<file path="config.mk">
export PLATFORM = sky130hd
export DESIGN_NAME = val_rdy_fifo
export DESIGN_NICKNAME = d
export VERILOG_FILES = /design/src/rtl/fifo_pkg.sv /design/src/rtl/val_rdy_fifo_ptr.sv /design/src/rtl/val_rdy_fifo.sv
export SDC_FILE = /design/constraint.sdc
export NUM_CORES = 1
export LEC_CHECK = 0
export CORE_MARGIN = 2
export CORE_UTILIZATION = 45
export DETAILED_ROUTE_END_ITERATION = 8
export PLACE_DENSITY_LB_ADDON = 0.05
export SLEW_MARGIN = 20
export SYNTH_ARGS = -nofsm -noshare
export SYNTH_HDL_FRONTEND = slang
export SYNTH_HIERARCHICAL = 1
export SYNTH_SLANG_ARGS = --single-unit
export TNS_END_PERCENT = 20
</file>
<file path="constraint.sdc">
create_clock -name clk -period 6.09 [get_ports clk]
set_input_delay 1.5225 -clock clk [delete_from_list [all_inputs] [get_ports clk]]
set_output_delay 1.5225 -clock clk [all_outputs]
set_load 0.01 [all_outputs]
</file>
<file path="src/rtl/fifo_pkg.sv">
`default_nettype none
// ============================================================================
// Module      : fifo_pkg
// Description : Shared helpers for the valid/ready FIFO: pointer advance with
//               modulo-DEPTH wrap, pointer and occupancy widths, and the
//               legal-parameter limits checked at elaboration.
// Revision    : 1.0 - initial release
// ============================================================================
package fifo_pkg;

    // Legal parameter limits
    localparam int MIN_DEPTH         = 2;
    localparam int MIN_AFULL_THRESH  = 1;
    localparam int MIN_AEMPTY_THRESH = 0;

    // Width that can hold every occupancy value 0..depth
    function automatic int count_width(input int depth);
        return $clog2(depth + 1);
    endfunction

    // Width that can hold every pointer value 0..depth-1 (never below 1)
    function automatic int ptr_width(input int depth);
        return (depth > 2) ? $clog2(depth) : 1;
    endfunction

    // Next pointer value; wraps from depth-1 to 0 for any depth, not only
    // powers of two
    function automatic int ptr_next(input int ptr, input int depth);
        return (ptr >= depth - 1) ? 0 : ptr + 1;
    endfunction

    function automatic bit params_ok(input int depth, input int afull,
                                     input int aempty);
        return (depth >= MIN_DEPTH) &&
               (afull >= MIN_AFULL_THRESH) && (afull <= depth) &&
               (aempty >= MIN_AEMPTY_THRESH) && (aempty <= depth - 1);
    endfunction

endpackage
`default_nettype wire

</file>
<file path="src/rtl/val_rdy_fifo_ptr.sv">
`default_nettype none
// ============================================================================
// Module      : val_rdy_fifo_ptr
// Description : Modulo-DEPTH pointer with advance, synchronous flush and
//               asynchronous active-high reset.
// Ports       : clk, rst (async, active-high), flush (sync clear, wins over
//               advance), advance (step by one), ptr (current value).
// Revision    : 1.0 - initial release
// ============================================================================
module val_rdy_fifo_ptr
    import fifo_pkg::*;
#(
    parameter int DEPTH = 4,
    parameter int PW    = ptr_width(DEPTH)
) (
    input  logic          clk,
    input  logic          rst,
    input  logic          flush,
    input  logic          advance,
    output logic [PW-1:0] ptr
);

    logic [PW-1:0] r_ptr;

    always_ff @(posedge clk or posedge rst) begin
        if (rst) begin
            r_ptr <= '0;
        end else if (flush) begin
            r_ptr <= '0;
        end else if (advance) begin
            r_ptr <= PW'(ptr_next(int'(r_ptr), DEPTH));
        end
    end

    assign ptr = r_ptr;

endmodule
`default_nettype wire

</file>
<file path="src/rtl/val_rdy_fifo.sv">
`default_nettype none
// ============================================================================
// Module      : val_rdy_fifo
// Description : Valid/ready FIFO with show-ahead output, synchronous flush,
//               occupancy count and almost-full / almost-empty flags.
//               Optional macro VAL_RDY_FIFO_BYPASS_EN adds a combinational
//               pass-through when the FIFO is empty.
// Ports       : clk, rst (async, active-high), flush,
//               in_val / in_rdy / in_msg   - enqueue side
//               out_val / out_rdy / out_msg - dequeue side
//               count, almost_full, almost_empty - status
// Revision    : 1.0 - initial release
// ============================================================================
module val_rdy_fifo
    import fifo_pkg::*;
#(
    parameter int DEPTH         = 4,
    parameter int NBITS         = 16,
    parameter int AFULL_THRESH  = DEPTH - 1,
    parameter int AEMPTY_THRESH = 1
) (
    input  logic                          clk,
    input  logic                          rst,
    input  logic                          flush,
    input  logic                          in_val,
    output logic                          in_rdy,
    input  logic [NBITS-1:0]              in_msg,
    output logic                          out_val,
    input  logic                          out_rdy,
    output logic [NBITS-1:0]              out_msg,
    output logic [$clog2(DEPTH+1)-1:0]    count,
    output logic                          almost_full,
    output logic                          almost_empty
);

    localparam int CW = count_width(DEPTH);
    localparam int PW = ptr_width(DEPTH);

    generate
        if (!params_ok(DEPTH, AFULL_THRESH, AEMPTY_THRESH)) begin : g_param_check
            $error("val_rdy_fifo: illegal parameters DEPTH=%0d AFULL_THRESH=%0d AEMPTY_THRESH=%0d",
                   DEPTH, AFULL_THRESH, AEMPTY_THRESH);
        end
    endgenerate

    logic [NBITS-1:0] r_mem [DEPTH];
    logic [CW-1:0]    r_count;
    logic [PW-1:0]    w_wr_ptr;
    logic [PW-1:0]    w_rd_ptr;
    logic             w_empty;
    logic             w_push;     // message written into storage
    logic             w_pop;      // head of storage consumed

    assign w_empty = (r_count == '0);
    // Registered-only: a dequeue in the same cycle never frees a full slot
    assign in_rdy  = (r_count != CW'(DEPTH));

`ifdef VAL_RDY_FIFO_BYPASS_EN
    logic w_bypass;
    // Empty FIFO with a ready consumer: message passes straight through
    assign w_bypass = w_empty && in_val && out_rdy;
    assign w_push   = in_val && in_rdy && !w_bypass;
    assign w_pop    = !w_empty && out_rdy;
    assign out_val  = !w_empty || in_val;
    assign out_msg  = !w_empty ? r_mem[w_rd_ptr] : (in_val ? in_msg : '0);
`else
    assign w_push   = in_val && in_rdy;
    assign w_pop    = !w_empty && out_rdy;
    assign out_val  = !w_empty;
    assign out_msg  = !w_empty ? r_mem[w_rd_ptr] : '0;
`endif

    val_rdy_fifo_ptr #(.DEPTH(DEPTH), .PW(PW)) u_wr_ptr (
        .clk     (clk),
        .rst     (rst),
        .flush   (flush),
        .advance (w_push),
        .ptr     (w_wr_ptr)
    );

    val_rdy_fifo_ptr #(.DEPTH(DEPTH), .PW(PW)) u_rd_ptr (
        .clk     (clk),
        .rst     (rst),
        .flush   (flush),
        .advance (w_pop),
        .ptr     (w_rd_ptr)
    );

    // Storage is deliberately unreset; stale contents are never visible
    // because out_msg is forced to zero while the FIFO is empty.
    always_ff @(posedge clk) begin
        if (w_push) begin
            r_mem[w_wr_ptr] <= in_msg;
        end
    end

    always_ff @(posedge clk or posedge rst) begin
        if (rst) begin
            r_count <= '0;
        end else if (flush) begin
            r_count <= '0;
        end else if (w_push && !w_pop) begin
            r_count <= r_count + CW'(1);
        end else if (!w_push && w_pop) begin
            r_count <= r_count - CW'(1);
        end
    end

    assign count        = r_count;
    assign almost_full  = (r_count >= CW'(AFULL_THRESH));
    assign almost_empty = (r_count <= CW'(AEMPTY_THRESH));

endmodule
`default_nettype wire

</file>
# Yosys cells after proc, flatten, opt, wreduce, memory -nomap -nowiden
# Memories as Yosys holds them, arrays and structs flattened.
# Index checks and enable logic that the tools add are counted.
[totals] ff_bits=7 mem_bits_rw=64 inputBits=21 out_inout_bits=23 wordCells=36 memories=1
[op_classes] n_addsub=4 magnitude_cmp=4 eq_ne=1 muxes=12 n_reduce_logical=11
[memory_table] name="r_mem" words=4 word_bits=16 rd=1 rd_ports_with_merged_regs=0 write_ports=1 line_no="val_rdy_fifo.sv:46" source="logic [NBITS-1:0] r_mem [DEPTH];"
[ops] cell="$mux W16" n=1
[ops] cell="$mux W2" n=6
[ops] cell="$mux W3" n=3
[ops] cell="$add A2 B1 Y2 const B" n=2
[ops] cell="$ge A2 B2 Y1 const B" n=2
[ops] cell="$logic_and A1 B1 Y1" n=4
[ops] cell="$reduce_bool A2 Y1" n=2
[ops] cell="$add A3 B1 Y3 const B" n=1
[ops] cell="$ge A3 B2 Y1 const B" n=1
[ops] cell="$le A3 B1 Y1 const B" n=1
[ops] cell="$logic_not A1 Y1" n=3
[ops] cell="$logic_not A3 Y1" n=1
[ops] cell="$ne A3 B3 Y1 const B" n=1
[ops] cell="$reduce_bool A3 Y1" n=1
[ops] cell="$sub A3 B1 Y3 const B" n=1
[ops] cell="$mux W1" n=2

# Longest topological paths before layout
# Gate-level depths: netlist (run 1).
[logic_depth] word_depth=7 mapped_depth=7 depth_no_buf=7

# Modules after synthesis
# Netlist (run 1), hierarchy kept.
[by_module_without_submodules] module="val_rdy_fifo" n_inst=1 cells_each=149 area_per_inst_um2=2800.2 seq_area_each_um2=1996.9
[by_module_without_submodules] module="val_rdy_fifo_ptr" n_inst=2 cells_each=9 area_per_inst_um2=103.8 seq_area_each_um2=50.0

# Worst setup path after synthesis (run 1)
# OpenSTA, ideal clock, no wires.
[synth_timing] kind="input port to flip-flop" start="input in_val" end="memory r_mem[1][0] (enable)" setup_ns=0.413 arrival_ns=2.842 required_time_ns=5.677 path_slack_ns=2.836 stages=2 path_cell_list="nand2_2 -> nor3b_1"
[synth_between] elab_chain_cells=3
[synth_rtl] element="from (decl)" line_no="val_rdy_fifo.sv:25" source="input logic in_val,"
[synth_rtl] element="$logic_and A1 B1 Y1" line_no="val_rdy_fifo.sv:67" source="assign w_push = in_val && in_rdy;"
[synth_rtl] element="$mux W1" line_no="val_rdy_fifo.sv:92" source="if (w_push) begin"
[synth_rtl] element="$mux W1 (implied by the code)" line_no="val_rdy_fifo.sv:93" source="r_mem[w_wr_ptr] <= in_msg;"
[synth_rtl] element="to (decl)" line_no="val_rdy_fifo.sv:46"
# No other way between the ends.

# Worst setup path in the final report (run 1)
[layout_timing] start="register u_rd_ptr.r_ptr[0], in the netlist u_rd_ptr/ptr[0]" end="output out_msg[4]"
[layout_between] elab_chain_cells=2
[layout_rtl] element="from (decl)" line_no="val_rdy_fifo_ptr.sv:23" source="logic [PW-1:0] r_ptr;"
[layout_rtl] element="from (signal assigned)" line_no="val_rdy_fifo_ptr.sv:31" source="r_ptr <= PW'(ptr_next(int'(r_ptr), DEPTH));"
[layout_rtl] element="$mem_v2 Z4 W16"
[layout_rtl] element="$mux W16" line_no="val_rdy_fifo.sv:70" source="assign out_msg = !w_empty ? r_mem[w_rd_ptr] : '0;"
[layout_rtl] element="to (decl)" line_no="val_rdy_fifo.sv:30" source="output logic [NBITS-1:0] out_msg,"
# No other way between the ends.

==> impl_metrics.tcl, run 1 <==
set metrics [dict create \
    outcome "finished, violations left" \
    failed_checks "design-rule violations" \
    yosys.cell_count.top_type "edfxtp_1" \
    finClkSkew_ns 0.00411 \
    rsz0062_at_grt "no" \
    worst-path-max-fanout 19 \
    layout_min_cycle_time_ns 3.84 \
    nets 246 \
    synth_flop_cell "edfxtp_1" \
    drive_above_1_share 0.193 \
    drc 1 \
    cts_tree "yes" \
    power_leakage_nw 1.30 \
    worstSetupPathType "register to output port" \
    worst_ep_required_time_ns 4.57 \
    power_density_mw_per_mm2 427 \
    holdBufCountCts 0 \
    io-pin-count 44 \
    wirelength_mm 5.27 \
    worst_pin_slew_ns 0.947 \
    crit_arrival_ns 2.32 \
    cts_buffers 9 \
    ctsResizeCount 0 \
    start_util 0.468 \
    slew-limit-headroom 0.368 \
    antenna_found_initial 0 \
    synth-edff-count 64 \
    chipHeight_um 85.8 \
    viasPerCell 5.27 \
    drv_cap 0 \
    end_kind "output port" \
    num_rows 29 \
    core_area_mm2 0.00642 \
    synth_top_cell_by_area "edfxtp_1" \
    grt_pass1_vias 1682 \
    synth-seq-area-share 0.697 \
    dpl.hpwl_mm 3.33 \
    setup.worst_path.start_class "register" \
    wl_per_cell_um 17.6 \
    synth_area_leaders "edfxtp_1 64%, mux4_2 12%, dfrtp_1 5.8%" \
    multi_input_area_um2 848 \
    ant_nets 0 \
    vias 1581 \
    firstDrtPassIters 8 \
    synth_seq_cells 71 \
    cts_sinks 71 \
    area_delta_synth_final_pct 24.3 \
    ys_warn_count 6 \
    track_usage 0.154 \
    period_share 0.631 \
    ir_worst_vdd_mv 0.197 \
    drt_iter0_drc 101 \
    pre_cts_ws_ns 2.47 \
    finalSetupViolations 0 \
    tns_ns 0 \
    fillers 502 \
    setup_ws_ns 2.25 \
    port_buffers 43 \
    chipWidth_um 85.8 \
    p_total_mw 1.60 \
    ys_async_sr_fraction 0.0986 \
    hold_class "register to register" \
    grt_overflow_total 0 \
    hold_viol_final 0 \
    num_antenna_cells 0 \
    syn_area_per_cell_um2 18.0 \
    clock-root-buffer "clkbuf_8" \
    synth_common_cells "64 x edfxtp_1, 16 x and2_1, 16 x mux4_2" \
    cts_setup_buffers 0 \
    ff_latch_area_mm2 0.00210 \
    grt_max_degree 20 \
    place_congestion 0.795 \
    fmax_mhz 260 \
    grt_pass1_wl_mm 8.37 \
    synth.cell_area_mm2 0.00301 \
    final_max_slew_viol_count 0 \
    synthDominantCellAreaShare 0.639 \
    ys_types 33 \
    synth_cells 167 \
    h-tree-depth 3 \
    clk_pin_slew_worst_paths_ns 0.07 \
    insertion_delay_ns 0.33 \
    syn_nets 195 \
    cts.path.max_buffers 2 \
    die_area_mm2 0.00735 \
]
==> layer usage <==
metal  vias up  GRT usage  routed length, µm
li1        744          -                  -
met1       801      0.193               2340
met5         -          0                  0
met2        31      0.260               2680
met3         5     0.0462                204
met4         0     0.0491                 44
==> report_power, final <==
group	switching, mW	leakage, nW	total, mW	internal [mW]
sequential	0.0598	0.679	0.655	0.595
combinational	0.235	0.515	0.552	0.318
clock	0.163	0.102	0.390	0.227
==> cells in the final DEF, fill, tap and decap left out, types with 2 or more instances in the layout <==
cell             synthesis  final
edfxtp_1                64     64
or3b_1                   2      2
mux2i_1                  2      2
inv_1                    9      9
nand2_1                  3      3
clkbuf_8                 0      9
a21oi_2                  2      2
buf_4                    0      2
and2_1                  16     16
dfrtp_1                  7      6
nand3_1                  2      2
bufinv_16                0      2
o21ai_0                  4      4
ha_1                     7      7
clkdlybuf4s50_1          0     43
nand2b_1                 3      3
nor2_1                   9      8
mux4_2                  16     16
clkinv_1                 0      3
==> through the flow <==
step / utilization / hold slack (ns) / instance area, µm² / instances
floorplan: - / 0.512 / 3010 / 167
global placement: 0.549 / 0.603 / 3520 / 284
detailed placement: 0.549 / 0.614 / 3530 / 284
CTS: 0.582 / 0.624 / 3740 / 300
global route: 0.582 / 0.651 / 3740 / 300
finish: 0.582 / 0.617 / 3740 / 300
==> cells by family (layout without fill, tap and decap cells) <==
logic type | count (synthesis) | in the layout | share of synthesized area
AO/OA/AOI/OAI | 11 | 11 | 0.0283
XOR/XNOR | 1 | 1 | 0.00541
adder cells (fa/ha/maj) | 7 | 7 | 0.0291
buffers and inverters | 15 | 71 | 0.0250
flip-flops | 71 | 71 | 0.697
multiplexers | 19 | 19 | 0.130
AND/OR/NAND/NOR | 43 | 43 | 0.0849
==> worst paths after layout <==
path / to / cells past startpoint / from / slack [ns]
hold reg to reg: count[1]$_DFFE_PP0P_ / 2 / count[1]$_DFFE_PP0P_ / 0.62
min in group asynchronous: u_rd_ptr/ptr[1]$_DFFE_PP0P_ / 2 / rst / 1.40
hold / removal: count[1]$_DFFE_PP0P_ / 2 / count[1]$_DFFE_PP0P_ / 0.62
setup / recovery: out_msg[4] / 3 / u_rd_ptr/ptr[0]$_DFFE_PP0P_ / 2.25
setup reg to reg: r_mem[2][12]$_DFFE_PP_ / 7 / count[0]$_DFFE_PP0P_ / 3.62
max in group asynchronous: count[0]$_DFFE_PP0P_ / 2 / rst / 4.54
==> state kept, by name, summed over array words and instances, names as in the netlist <==
name and flops:
r_mem 64, u_wr_ptr/ptr 2, count 3, u_rd_ptr/ptr 2
==> final cells by class <==
type / instances / share of cell area
flip-flops and latches: 71 / 0.561
multi-input cells: 81 / 0.227
repair buffers: 45 / 0.119
clock buffers: 9 / 0.0331
well taps: 77 / 0.0258
clock inverters: 7 / 0.0234
inverters: 10 / 0.0100
==> worst max-delay path, cell delays in order, from the launching register on <==
cell,delay [ns]
dfrtp_2,0.76
mux4_2,0.57
and2_1,0.18
clkdlybuf4s50_1,0.48
No activity file was read; power rests on OpenSTA's default activity.
==> run 2: changes to the inputs <==
- clock period: 6.09 -> 3.78 ns (I/O delays scaled with it)
==> run 2 against run 1 <==
The flow still finishes with violations (design-rule violations). Power up 54%. Worst hold slack better by 0.023 ns. Global-route usage up 0.82 points. Via count down 0.38%. Largest cell class unchanged. Highest routed layer unchanged.
==> impl_metrics.tcl, run 2 (same netlist as run 1, synthesis figures left out) <==
set metrics [dict create \
    outcome "finished, violations left" \
    failed_checks "design-rule violations" \
    period_share 0.916 \
    worstReg2RegEnd "r_mem[3][5]$_DFFE_PP_" \
    stdcell_area_mm2 0.00373 \
    rsz0062_at_grt "no" \
    grt_overflow_total 0 \
    final_cells 305 \
    grt_pass1_wl_mm 8.66 \
    fmax_mhz 289 \
    chipHeight_um 85.8 \
    ant_nets 0 \
    power_leakage_nw 1.31 \
    worstPathCellList "buf_4 -> mux4_2 -> and2_1 -> clkdlybuf4s50_1" \
    critPathMaxStageDelay_ns 0.70 \
    setup.worst_path.start_class "register" \
    hold_class "register to register" \
    place_congestion 0.771 \
    cts_tree "yes" \
    finalSetupViolations 0 \
    final_common_cell "edfxtp_1" \
    holdBufCountCts 0 \
    chipWidth_um 85.8 \
    start_util 0.468 \
    dpl_cell_area_mm2 0.00356 \
    cp_num_cells 4 \
    critPathBufInv 2 \
    drt_iter0_drc 79 \
    crit_arrival_ns 2.52 \
    finClkSkew_ns 0.00820 \
    worst-r2r-cell-count 7 \
    viasPerCell 5.16 \
    final_cell_mix "64 x edfxtp_1, 43 x clkdlybuf4s50_1, 16 x mux4_2, 16 x and2_1" \
    num_antenna_cells 0 \
    grt_max_degree 20 \
    area_delta_synth_final_pct 23.9 \
    die_area_mm2 0.00735 \
    ctsResizeCount 0 \
    top_register "r_mem" \
    reg2reg_from "count[0]$_DFFE_PP0P_" \
    hold_viol_final 0 \
    insertion_delay_ns 0.33 \
    drv_cap 0 \
    nets 251 \
    drive_above_1_share 0.215 \
    cts_setup_buffers 0 \
    core_area_mm2 0.00642 \
    cts.path.max_buffers 2 \
    h-tree-depth 3 \
    power_density_mw_per_mm2 659 \
    worstSetupPathType "register to output port" \
    drc 3 \
    fillers 510 \
    port_buffers 43 \
    track_usage 0.163 \
    clk_pin_slew_worst_paths_ns 0.07 \
    worst_pin_slew_ns 0.807 \
    final_max_slew_viol_count 0 \
    clock-root-buffer "clkbuf_8" \
    grt_pass1_vias 1690 \
    end_kind "output port" \
    num_rows 29 \
    tns_ns 0 \
    firstDrtPassIters 8 \
    wl_per_cell_um 17.4 \
    cts_sinks 71 \
    critPathSlowestCell "dfrtp_1" \
    critPathLaunch "u_rd_ptr/ptr[0]$_DFFE_PP0P_" \
    layout_min_cycle_time_ns 3.46 \
    cts_buffers 9 \
    critPathCapture "out_msg[13]" \
    io-pin-count 44 \
    dpl.hpwl_mm 3.63 \
    placed_cells 289 \
    antenna_found_initial 0 \
    wirelength_mm 5.29 \
    worst_ep_required_time_ns 2.83 \
    cp_top_family "buffers and inverters" \
    slew-limit-headroom 0.462 \
    largest_reg_flops 64 \
    ir_worst_vdd_mv 0.368 \
    worst-path-max-fanout 11 \
    vias 1575 \
    regToRegSetupSlack_ns 1.44 \
]
-- run 2: report_power, final --
group / switching, mW / internal (mW)
sequential: 0.0737 / 0.957
combinational: 0.399 / 0.526
clock: 0.265 / 0.236
total: 0.738 / 1.72
-- run 2: per-layer routing --
layer	global-route usage	vias to the layer above	routed length [µm]
met5	0	-	0
met4	0.0693	0	59
met3	0.0414	7	183
met2	0.275	32	2760
met1	0.200	783	2290
li1	-	753	-
-- run 2: stage by stage --
step           utilization  hold WS [ns]  total power, mW  setup WS (ns)
6_report             0.580         0.640             2.46          0.317
5_1_grt              0.580         0.694             2.62          0.116
4_1_cts              0.580         0.660             2.50          0.254
3_5_place_dp         0.555         0.648             1.99          0.622
3_3_place_gp         0.555         0.610             1.97          0.629
2_1_floorplan            -         0.512             1.57           1.04
-- run 2: how the worst min path moves through the flow --
stage	slack [ns]	endpoint	from	depth (start not counted)
floorplan	0.51	u_rd_ptr/ptr[1]$_DFFE_PP0P_	u_rd_ptr/ptr[1]$_DFFE_PP0P_	2
CTS	0.66	count[1]$_DFFE_PP0P_	count[1]$_DFFE_PP0P_	2
global placement	0.61	count[1]$_DFFE_PP0P_	count[1]$_DFFE_PP0P_	2
detailed placement	0.65	count[1]$_DFFE_PP0P_	count[1]$_DFFE_PP0P_	2
finish	0.64	count[1]$_DFFE_PP0P_	count[1]$_DFFE_PP0P_	2
global route	0.69	count[1]$_DFFE_PP0P_	count[1]$_DFFE_PP0P_	2
-- run 2: final cells by class --
cell class / instances / area (µm²) / share of cell area
timing repair buffer: 50 / 483 / 0.130
sequential: 71 / 2100 / 0.563
tap: 77 / 96.3 / 0.0258
clock inverter: 6 / 37.5 / 0.0101
inverter: 10 / 37.5 / 0.0101
multi-input combinational: 81 / 848 / 0.228
clock buffer: 10 / 128 / 0.0342
-- run 2: worst min-delay path, stage by stage (launching register included) --
cell and delay [ns]:
dfrtp_1 0.41, nand2_1 0.08, o221ai_1 0.10
